## src/rtl/calc_pkg.sv

```systemverilog
// Shared types for the calculator arbiter: operation codes, FSM states and a
// small helper that turns a requester index into a one-hot vector.
package calc_pkg;

    typedef enum logic [1:0] {
        ADD      = 2'b00,
        SUBTRACT = 2'b01,
        OR       = 2'b10,
        EQUALS   = 2'b11
    } calc_op_t;

    typedef enum logic [1:0] {
        IDLE = 2'b00,
        EXEC = 2'b01,
        DONE = 2'b10
    } calc_state_t;

    function automatic logic [1:0] idx_to_onehot(input logic idx);
        return idx ? 2'b10 : 2'b01;
    endfunction

endpackage

```

## src/rtl/calc_alu.sv

```systemverilog
// Combinational next-accumulator computation for one latched operation.
module calc_alu
    import calc_pkg::*;
#(
    parameter int WIDTH = 8
) (
    input  logic [WIDTH-1:0] acc,
    input  logic [WIDTH-1:0] operand,
    input  calc_op_t         op,
    output logic [WIDTH-1:0] next_acc
);

    always_comb begin
        next_acc = acc;
        case (op)
            ADD:      next_acc = acc + operand;
            SUBTRACT: next_acc = acc - operand;
            OR:       next_acc = acc | operand;
            EQUALS: begin
                // Comparison result lands in bit 0, all upper bits cleared.
                next_acc    = '0;
                next_acc[0] = (acc == operand);
            end
            default:  next_acc = acc;
        endcase
    end

endmodule

```

## src/rtl/calc_arbiter.sv

```systemverilog
// Two-requester arbiter sharing one accumulator: round-robin grant with an
// optional ownership lock, and a fixed three-cycle IDLE/EXEC/DONE operation.
module calc_arbiter
    import calc_pkg::*;
#(
    parameter int WIDTH = 8
) (
    input  logic             clk,
    input  logic             rst_n,
    input  logic [1:0]       req,
    input  logic [1:0]       lock,
    input  calc_op_t         op0,
    input  calc_op_t         op1,
    input  logic [WIDTH-1:0] operand0,
    input  logic [WIDTH-1:0] operand1,
    output logic [1:0]       gnt,
    output logic [1:0]       done,
    output logic [WIDTH-1:0] result,
    output logic [WIDTH-1:0] acc,
    output logic             busy
);

    calc_state_t      state;
    calc_state_t      state_next;
    logic             owner;
    logic             rr;
    logic             lock_active;
    logic             lock_owner;
    calc_op_t         op_q;
    logic [WIDTH-1:0] operand_q;
    logic [WIDTH-1:0] acc_q;
    logic [WIDTH-1:0] acc_next;
    logic [1:0]       eligible;
    logic             grant_valid;
    logic             grant_idx;
    calc_op_t         grant_op;
    logic [WIDTH-1:0] grant_operand;

    // A live lock masks out the other requester entirely; otherwise a tie
    // goes to whoever was not granted last.
    always_comb begin
        eligible      = lock_active ? (req & idx_to_onehot(lock_owner)) : req;
        grant_idx     = (eligible == 2'b11) ? ~rr : eligible[1];
        grant_op      = grant_idx ? op1 : op0;
        grant_operand = grant_idx ? operand1 : operand0;
    end

    always_ff @(posedge clk or negedge rst_n) begin
        if (!rst_n) begin
            state <= IDLE;
        end else begin
            state <= state_next;
        end
    end

    always_comb begin
        state_next  = state;
        grant_valid = 1'b0;
        gnt         = 2'b00;
        done        = 2'b00;
        busy        = 1'b0;
        case (state)
            IDLE: begin
                if (|eligible) begin
                    grant_valid = 1'b1;
                    state_next  = EXEC;
                end
            end
            EXEC: begin
                gnt        = idx_to_onehot(owner);
                busy       = 1'b1;
                state_next = DONE;
            end
            DONE: begin
                gnt        = idx_to_onehot(owner);
                done       = idx_to_onehot(owner);
                busy       = 1'b1;
                state_next = IDLE;
            end
            default: begin
                state_next = IDLE;
            end
        endcase
    end

    always_ff @(posedge clk or negedge rst_n) begin
        if (!rst_n) begin
            owner     <= 1'b0;
            rr        <= 1'b1;
            op_q      <= ADD;
            operand_q <= '0;
            acc_q     <= '0;
        end else begin
            if (grant_valid) begin
                owner     <= grant_idx;
                rr        <= grant_idx;
                op_q      <= grant_op;
                operand_q <= grant_operand;
            end
            if (state == EXEC) begin
                acc_q <= acc_next;
            end
        end
    end

    // Ownership is re-evaluated at every grant and released as soon as the
    // owner's lock is seen low while the accumulator is not mid-update.
    always_ff @(posedge clk or negedge rst_n) begin
        if (!rst_n) begin
            lock_active <= 1'b0;
            lock_owner  <= 1'b0;
        end else if (grant_valid) begin
            lock_active <= lock[grant_idx];
            lock_owner  <= grant_idx;
        end else if ((state == IDLE || state == DONE) && lock_active && !lock[lock_owner]) begin
            lock_active <= 1'b0;
        end
    end

    calc_alu #(
        .WIDTH(WIDTH)
    ) u_alu (
        .acc     (acc_q),
        .operand (operand_q),
        .op      (op_q),
        .next_acc(acc_next)
    );

    assign acc    = acc_q;
    assign result = acc_q;

endmodule

```

## config.mk

```make
export PLATFORM = sky130hd
export DESIGN_NAME = calc_arbiter
export DESIGN_NICKNAME = d
export VERILOG_FILES = /design/src/rtl/calc_pkg.sv /design/src/rtl/calc_alu.sv /design/src/rtl/calc_arbiter.sv
export SDC_FILE = /design/constraint.sdc
export NUM_CORES = 1
export LEC_CHECK = 0
export BUFFER_PORTS_ARGS = -buffer_cell sky130_fd_sc_hd__buf_4
export CAP_MARGIN = 20
export CELL_PAD_IN_SITES_DETAIL_PLACEMENT = 1
export CELL_PAD_IN_SITES_GLOBAL_PLACEMENT = 1
export CORE_MARGIN = 3
export CORE_UTILIZATION = 37
export DETAILED_ROUTE_END_ITERATION = 12
export GPL_TIMING_DRIVEN = 0
export PLACE_DENSITY = 0.81
export SYNTH_ARGS = -nofsm -noshare
export SYNTH_HDL_FRONTEND = slang
export SYNTH_HIERARCHICAL = 1
export SYNTH_SLANG_ARGS = --single-unit
```

## constraint.sdc

```tcl
create_clock -name clk -period 1.9 [get_ports clk]
set_input_delay 0.095 -clock clk [delete_from_list [all_inputs] [get_ports clk]]
set_output_delay 0.095 -clock clk [all_outputs]
set_load 0.01 [all_outputs]
```

==> summary.md, run 1 <==
| Metric | Value |
|---|---|
| Startpoint types | `flop` |
| DR WL/cell | `roughly 18 um` |
| Internal | `about 0.0037 W` |
| GR Util met2 | `a little over a third` |
| Total grt overflow | `0` |
| Crit path required time | `~2.1 ns` |
| Area of the multi-input gates | `roughly 1500 um^2` |
| Commonest cells post-synth | `26 x ha_1, 25 x inv_1, 22 x dfrtp_1` |
| Hold WC Path Type | `input pin to flop` |
| Top cell type's share of synthesized area | `a little over a quarter` |
| Syn Nets | `between 200 and 300` |
| Avg Inst Size Synth | `about 9.2 um^2` |
| PortBufs | `46` |
| Max Clk Rate | `roughly 470 MHz` |
| Peak VDD IR | `around 0.9 mV` |
| Synth cell types | `49` |
| Most common cell in the netlist | `ha_1` |
| Reported max-cap violation count | `0` |
| Core footprint | `between 5000 and 6000 um^2` |
| Final hold violation count | `0` |
| Die area | `6530 um^2` |
| Synth Warn # | `6` |
| Share of total power in the clock network | `under 10%` |
| Clk buf depth | `2` |
| FF+latch area | `between 500 and 600 um^2` |
| Final nets | `around 360` |
| Clk slew on worst S/H paths | `0.10 ns` |
| Final Max Slew Viols | `0` |
| FF-to-FF setup slack | `-0.22 ns` |
| Fraction of registers with async set/reset | `100%` |
| Via/cell ratio | `roughly 5.2` |
| Final wirelength | `~6.8 mm` |
| Unrepaired setup endpoints after global routing | `true` |
| Busiest layer in global routing | `met2` |
| Post-route setup TNS | `-0.915 ns` |
| Dpl ws | `-0.298 ns` |
| Setup-failing EPs final | `6` |
| Final core occ | `a little under three fifths` |
| Sw Share | `a little under half` |
| Largest cells by area after synthesis | `dfrtp_1 27%, ha_1 16%, mux2i_1 6.8%` |
| Number of synthesized flops with an enable pin | `0` |
| Failing checks | `setup timing` |
| GR Layer Usage met3 | `under 10%` |
| Dpl hpwl | `around 4.1 mm` |
| Least-Margin Pin Slew | `about 0.65 ns` |
| Fill count | `about 600` |
| Sink Count | `23` |
| Post-route ant nets | `0` |
| Die H | `80.8 um` |
| FP Rows | `26` |
| Number of global-route vias before repair | `1994` |
| Cts bufs inserted | `3` |
| Clock Skew | `about 0.01 ns` |
| Initial core utilization | `between 30% and 40%` |
| Die W | `between 80 and 90 um` |
| Worst Setup End Kind | `flop` |
| DRC Markers | `0` |
| Initial antenna violation count | `0` |
| Critical Path AT | `approximately 2.4 ns` |
| Crit Path Class | `flop to flop` |
| Yosys top cell by area | `dfrtp_1` |
| Initial DRC Count | `~160` |
| Vias | `a little under 2000` |
| Largest net degree at the start of global routing | `24` |
| Grt met1 use | `between 20% and 30%` |
| Flop pwr share | `between 10 and 15%` |
| Status | `finished with violations` |
| #FFs+latches synth | `23` |
| Mapped Cells | `around 220` |
| Global-route wire length before repair | `10.0 mm` |
| # IOs | `47` |
| Sequential share of the synthesized area | `between 20% and 30%` |
| Final GP Congestion | `0.844` |
| Final Critical Period | `2.12 ns` |
| Share of cells above drive strength 1 | `between 50 and 60%` |
| GRT Overall Usage | `20.1%` |
| Primary FF master, synth | `dfrtp_1` |
| Worst-Skew Late Latency | `0.28 ns` |
| Leakage power | `roughly 1.5 nW` |
| PwrDens | `approximately 2300 nW/um^2` |
| CTS H-tree depth | `1` |
| TritonCTS clock tree | `done` |
| Period utilisation layout | `112%` |
| Psw | `approximately 0.0031 W` |
| First-pass iteration count of the detailed router | `4` |
| # diodes | `0` |
| Worst Hold Slack | `0.0783 ns` |
| Layout area overhead | `45.8%` |
| Gate power share | `between 80% and 90%` |
| Slew HR | `a little under three fifths` |
| Syn Std Cell Area | `about 2100 um^2` |
| Peak fanout along the critical path | `7` |
| Final worst slack | `-0.222 ns` |
| Root buf cell | `clkbuf_8` |
## kinds of logic (layout without fill, tap and decap cells)
| group | Yosys count | in the layout | share of synthesized area (%) |
|---|---|---|---|
| compound gates | 53 | 53 | 16.2 |
| simple gates | 46 | 46 | 12.3 |
| buf+inv | 44 | 126 | 11.4 |
| fa+ha+maj | 28 | 28 | 17.6 |
| mux | 23 | 23 | 11.7 |
| flops | 23 | 23 | 27.9 |
| xor+xnor | 7 | 7 | 2.96 |
## repair_timing
item / CTS / global route
setup endpoints to repair: 6 / 6
buffers inserted: 21 / 13
resized for setup: 29 / 12
hold endpoints to repair: 22 / 0
hold buffers: 1 / 0
gates cloned: 0 / 0
pin swaps: 11 / 21
## routing by layer
metal | up-vias | wire length, um
met5 | - | 0
met4 | 0 | 175
met3 | 21 | 266
met2 | 72 | 3400
met1 | 957 | 2940
li1 | 915 | -
## path summary, 6_finish.rpt
check,startpoint,to,cells after the start
max,operand_q[5]$_DFFE_PN0P_,acc[7]$_DFFE_PN0N_,8
min,op1[1],op_q[1]$_DFFE_PN0P_,3
max reg2reg,operand_q[5]$_DFFE_PN0P_,acc[7]$_DFFE_PN0N_,8
min reg2reg,rr$_DFFE_PN1P_,rr$_DFFE_PN1P_,2
max in group asynchronous,rst_n,rr$_DFFE_PN1P_,2
min in group asynchronous,rst_n,acc[5]$_DFFE_PN0N_,2
## power by group through the flow
stage	clock, W	sequential (W)	combinational (W)
2_1_floorplan	0	0.00103	0.00281
3_3_place_gp	0	0.00106	0.00370
3_5_place_dp	0	0.00109	0.00384
4_1_cts	0.000341	0.000971	0.00478
5_1_grt	0.000362	0.00102	0.00593
6_report	0.000330	0.000979	0.00550
## per-stage QoR
stage / cells / power (W) / area, um^2
detailed placement: 340 / 0.00492 / 2550
finish: 376 / 0.00681 / 3020
floorplan: 224 / 0.00384 / 2120
CTS: 366 / 0.00609 / 2910
global placement: 340 / 0.00476 / 2550
global route: 376 / 0.00731 / 3020
## final cells by class
| class | instances | area share, % |
|---|---|---|
| clock buffers | 3 | 1.37 |
| repair buffers | 81 | 20.5 |
| well taps | 70 | 2.90 |
| flip-flops and latches | 23 | 19.4 |
| inverters | 26 | 3.23 |
| clock inverters | 1 | 0.166 |
| plain buffers | 15 | 4.02 |
| multi-input cells | 157 | 48.5 |
## critical path: stages (launching register included)
cell and delay, ns:
dfrtp_1 0.43, inv_2 0.08, ha_4 0.28, nor4_4 0.33, o31ai_2 0.16, and3_4 0.20, o21a_1 0.17, o32ai_2 0.24
mux2_4 0.18
## registers in the layout, indices dropped and copies added (netlist names)
| name | flops |
|---|---|
| acc | 8 |
| operand_q | 8 |
| lock_active | 1 |
| owner | 1 |
| op_q | 2 |
| state | 2 |
| rr | 1 |
## placed cells by master (no fill, tap or decap), types with 4 or more instances in the layout
cell     instances
inv_1           16
a21oi_1          6
ha_1            17
o22ai_1          4
buf_4           87
dfrtp_1         16
buf_6            6
o21ai_1         15
inv_2           10
mux2_2           5
ha_4             6
xor2_1           5
o21ai_0          5
nand2_1         18
dfrtp_2          6
mux2i_1         14
nor2_1           6
Power figures use the tool's default switching activity.
==> run 2, diff against run 1 <==
--- a/config.mk
+++ b/config.mk
@@ -5,15 +5,17 @@
 export SDC_FILE = /design/constraint.sdc
 export NUM_CORES = 1
 export LEC_CHECK = 0
+export ABC_AREA = 1
 export BUFFER_PORTS_ARGS = -buffer_cell sky130_fd_sc_hd__buf_4
 export CAP_MARGIN = 20
 export CELL_PAD_IN_SITES_DETAIL_PLACEMENT = 1
 export CELL_PAD_IN_SITES_GLOBAL_PLACEMENT = 1
 export CORE_MARGIN = 3
-export CORE_UTILIZATION = 37
+export CORE_UTILIZATION = 36
 export DETAILED_ROUTE_END_ITERATION = 12
 export GPL_TIMING_DRIVEN = 0
 export PLACE_DENSITY = 0.81
+export SLEW_MARGIN = 25
 export SYNTH_ARGS = -nofsm -noshare
 export SYNTH_HDL_FRONTEND = slang
 export SYNTH_HIERARCHICAL = 1
==> summary.md, run 2 <==
| Metric | Value |
|---|---|
| Top cell type's share of synthesized area | `22.9% (-3.7 points)` |
| Period utilisation layout | `104% (-7.8 points)` |
| Psw | `0.00356 W (+14%)` |
| Worst-Skew Late Latency | `0.28 ns (about the same)` |
| Core footprint | `6420 um^2 (+22%)` |
| Cts bufs inserted | `3 (unchanged)` |
| DR WL/cell | `15.3 um (-15%)` |
| GRT Overall Usage | `18.2% (-1.8 points)` |
| Status | `finished with violations` |
| Hold WC Path Type | `input pin to flop` |
| Critical Path AT | `2.15 ns (-0.20 ns)` |
| CTS H-tree depth | `1 (unchanged)` |
| Internal | `0.00348 W (-5.1%)` |
| Synth cell types | `35 (-29%)` |
| Sw Share | `50.6% (+4.5 points)` |
| Max Clk Rate | `507 MHz (+7.5%)` |
| Syn Std Cell Area | `2400 um^2 (+16%)` |
| Initial antenna violation count | `0 (unchanged)` |
| Sink Count | `23 (unchanged)` |
| Final worst slack | `-0.0741 ns (+0.148 ns)` |
| Mapped Cells | `329 (+47%)` |
| Initial DRC Count | `71 (-54%)` |
| Synth Warn # | `6 (unchanged)` |
| FP Rows | `29 (+12%)` |
| Peak VDD IR | `0.582 mV (-35%)` |
| Share of cells above drive strength 1 | `44.0% (-7.4 points)` |
| Final hold violation count | `0 (unchanged)` |
| #FFs+latches synth | `23 (unchanged)` |
| Clk buf depth | `2 (unchanged)` |
| DRC Markers | `0 (unchanged)` |
| First-pass iteration count of the detailed router | `4 (unchanged)` |
| Sequential share of the synthesized area | `24.0% (-3.8 points)` |
| Largest net degree at the start of global routing | `24 (unchanged)` |
| Fraction of registers with async set/reset | `100% (unchanged)` |
| Initial core utilization | `37.4% (-1.9 points)` |
| Number of synthesized flops with an enable pin | `0 (unchanged)` |
| Crit path largest cell delay | `0.42 ns (about the same)` |
| Yosys top cell by area | `dfrtp_1` |
| Flop pwr share | `14.7% (+0.3 points)` |
| Gate power share | `80.6% (-0.2 points)` |
| Most frequent cells in the layout | `81 x buf_4, 74 x nand2_1, 56 x inv_1` |
| Die W | `87.7 um (+8.5%)` |
| Peak fanout along the critical path | `4 (-3)` |
| Post-route ant nets | `0 (unchanged)` |
| PwrDens | `2120 nW/um^2 (-5.9%)` |
| Post-route setup TNS | `-0.126 ns (+0.789 ns)` |
| Hold_sp | `operand0[3]` |
| Avg Inst Size Synth | `7.30 um^2 (-21%)` |
| # diodes | `0 (unchanged)` |
| Most common cell after layout, fill and taps aside | `buf_4` |
| Failing checks | `setup timing` |
| PortBufs | `46 (unchanged)` |
| Worst Hold Path EP | `operand_q[3]$_DFFE_PN0P_` |
| Least-Margin Pin Slew | `0.640 ns (-0.0143 ns)` |
| Global-route wire length before repair | `11.2 mm (+12%)` |
| Final Critical Period | `1.97 ns (-0.148 ns)` |
| Crit Path Class | `flop to flop` |
| Clk slew on worst S/H paths | `0.09 ns (about the same)` |
| Number of global-route vias before repair | `2380 (+19%)` |
| Final wirelength | `7.36 mm (+8.5%)` |
| CP max stage cell | `fa_2` |
| Slew HR | `57.2% (+0.79 points)` |
| Layout area overhead | `38.2%` |
| Largest cells by area after synthesis | `dfrtp_1 23%, ha_1 14%, nand2_1 12%` |
| Total grt overflow | `0 (unchanged)` |
| Vias | `2373 (+21%)` |
| CP dominant cell by count | `nand3_2` |
| Worst Setup End Kind | `flop` |
| Primary FF master, synth | `dfrtp_1` |
| Root buf cell | `clkbuf_8` |
| Final GP Congestion | `0.841 (-0.39%)` |
| Total power | `0.00704 W (+3.5%)` |
| FF-to-FF setup slack | `-0.07 ns (+0.15 ns)` |
| Reported max-cap violation count | `0 (unchanged)` |
| Syn Nets | `383 (+38%)` |
| TritonCTS clock tree | `done` |
| Placed cell count | `452 (+33%)` |
| Reg2Reg Depth | `9 (+1)` |
| CP Cell Sequence | `buf_4, ha_4, fa_2, nand3_2, nand3_2, xor2_1, nand2_1, nand3_2, mux2_4` |
| Via/cell ratio | `4.92 (-5.8%)` |
| Setup-failing EPs final | `3 (-3)` |
| Commonest cells post-synth | `79 x nand2_1, 62 x inv_1, 39 x nand3_1` |
| Share of total power in the clock network | `4.7% (about the same)` |
| Most common cell in the netlist | `nand2_1` |
| Startpoint types | `flop` |
| Die H | `87.7 um (+8.5%)` |
| Crit path required time | `2.07 ns (-0.05 ns)` |
| WHS Path Cells | `5 (+2)` |
| Worst reg2reg startpoint | `acc[0]$_DFFE_PN0N_` |
| Clock Skew | `0.00400 ns (-0.00588 ns)` |
| Final nets | `460 (+27%)` |
| FF-to-FF End | `acc[4]$_DFFE_PN0N_` |
| # IOs | `47 (unchanged)` |
| Dpl hpwl | `4.92 mm (+20%)` |
| Final Max Slew Viols | `0 (unchanged)` |
| Die area | `7690 um^2 (+18%)` |
| Unrepaired setup endpoints after global routing | `true` |
| Leakage power | `1.81 nW (+23%)` |
| Finished Layout Cells | `482 (+28%)` |
==> run 2: layout make-up <==
cell class	count	area, um^2
fill	786	3100
inverter	70	270
clock buffer	3	41.3
sequential	23	584
timing repair buffer	73	561
clock inverter	1	5.00
buffer	17	151
multi-input combinational	218	1610
tap	77	96.3
==> run 2: worst max-delay path by stage <==
stage	cells after the start	slack [ns]	from	endpoint
finish	9	-0.07	acc[0]$_DFFE_PN0N_	acc[4]$_DFFE_PN0N_
global route	11	-0.14	acc[0]$_DFFE_PN0N_	acc[4]$_DFFE_PN0N_
CTS	11	-0.02	acc[0]$_DFFE_PN0N_	acc[4]$_DFFE_PN0N_
detailed placement	11	-0.15	acc[0]$_DFFE_PN0N_	acc[4]$_DFFE_PN0N_
global placement	11	-0.1	acc[0]$_DFFE_PN0N_	acc[4]$_DFFE_PN0N_
floorplan	11	0.04	acc[0]$_DFFE_PN0N_	acc[4]$_DFFE_PN0N_
==> run 2: per-layer routing <==
layer  vias up  share of wire (%)  global-route usage (%)
li1       1162                  -                       -
met1      1156                 43                    23.8
met2        48                 52                    33.8
met3         7                3.6                   0.847
met4         0                1.1                    2.93
met5         -                  0                       0
==> run 2: kinds of logic after synthesis <==
kind of cell / synth area share [%]
multiplexers: 3.75
XOR/XNOR: 0.729
AND/OR/NAND/NOR: 33.0
adder cells (fa/ha/maj): 15.2
flip-flops: 24.0
AO/OA/AOI/OAI: 5.83
buffers and inverters: 17.5
==> run 2: metrics by stage <==
step / util (%) / worst slack (ns) / hold slack (ns) / instance area, um^2
floorplan: - / 0.0381 / -0.201 / 2400
global placement: 44.3 / -0.0957 / 0.0124 / 2840
detailed placement: 44.3 / -0.149 / 0.0160 / 2840
CTS: 48.1 / -0.0193 / 0.130 / 3090
global route: 51.7 / -0.142 / 0.157 / 3320
finish: 51.7 / -0.0741 / 0.119 / 3320
==> run 2: worst max-delay path, delay by kind of cell, from the launching register on <==
family,cells,cell delay [ns]
flops,1,0.40
buf+inv,1,0.16
fa+ha+maj,2,0.58
mux,1,0.26
simple gates,4,0.32
xor+xnor,1,0.15
==> run 2: repair_timing <==
action	in CTS	in global routing
hold buffers	1	0
gates cloned	0	1
resized for setup	18	38
setup buffers	17	8
endpoints found under the setup margin	6	6
hold endpoints to repair	23	0
pin swaps	7	20
==> run 2: power by group through the flow <==
stage          sequential, W  combinational (W)  clock, W
6_report             0.00104            0.00568  0.000334
5_1_grt              0.00106            0.00625  0.000358
4_1_cts              0.00102            0.00476  0.000330
3_5_place_dp         0.00110            0.00415         0
3_3_place_gp         0.00107            0.00398         0
2_1_floorplan        0.00104            0.00302         0
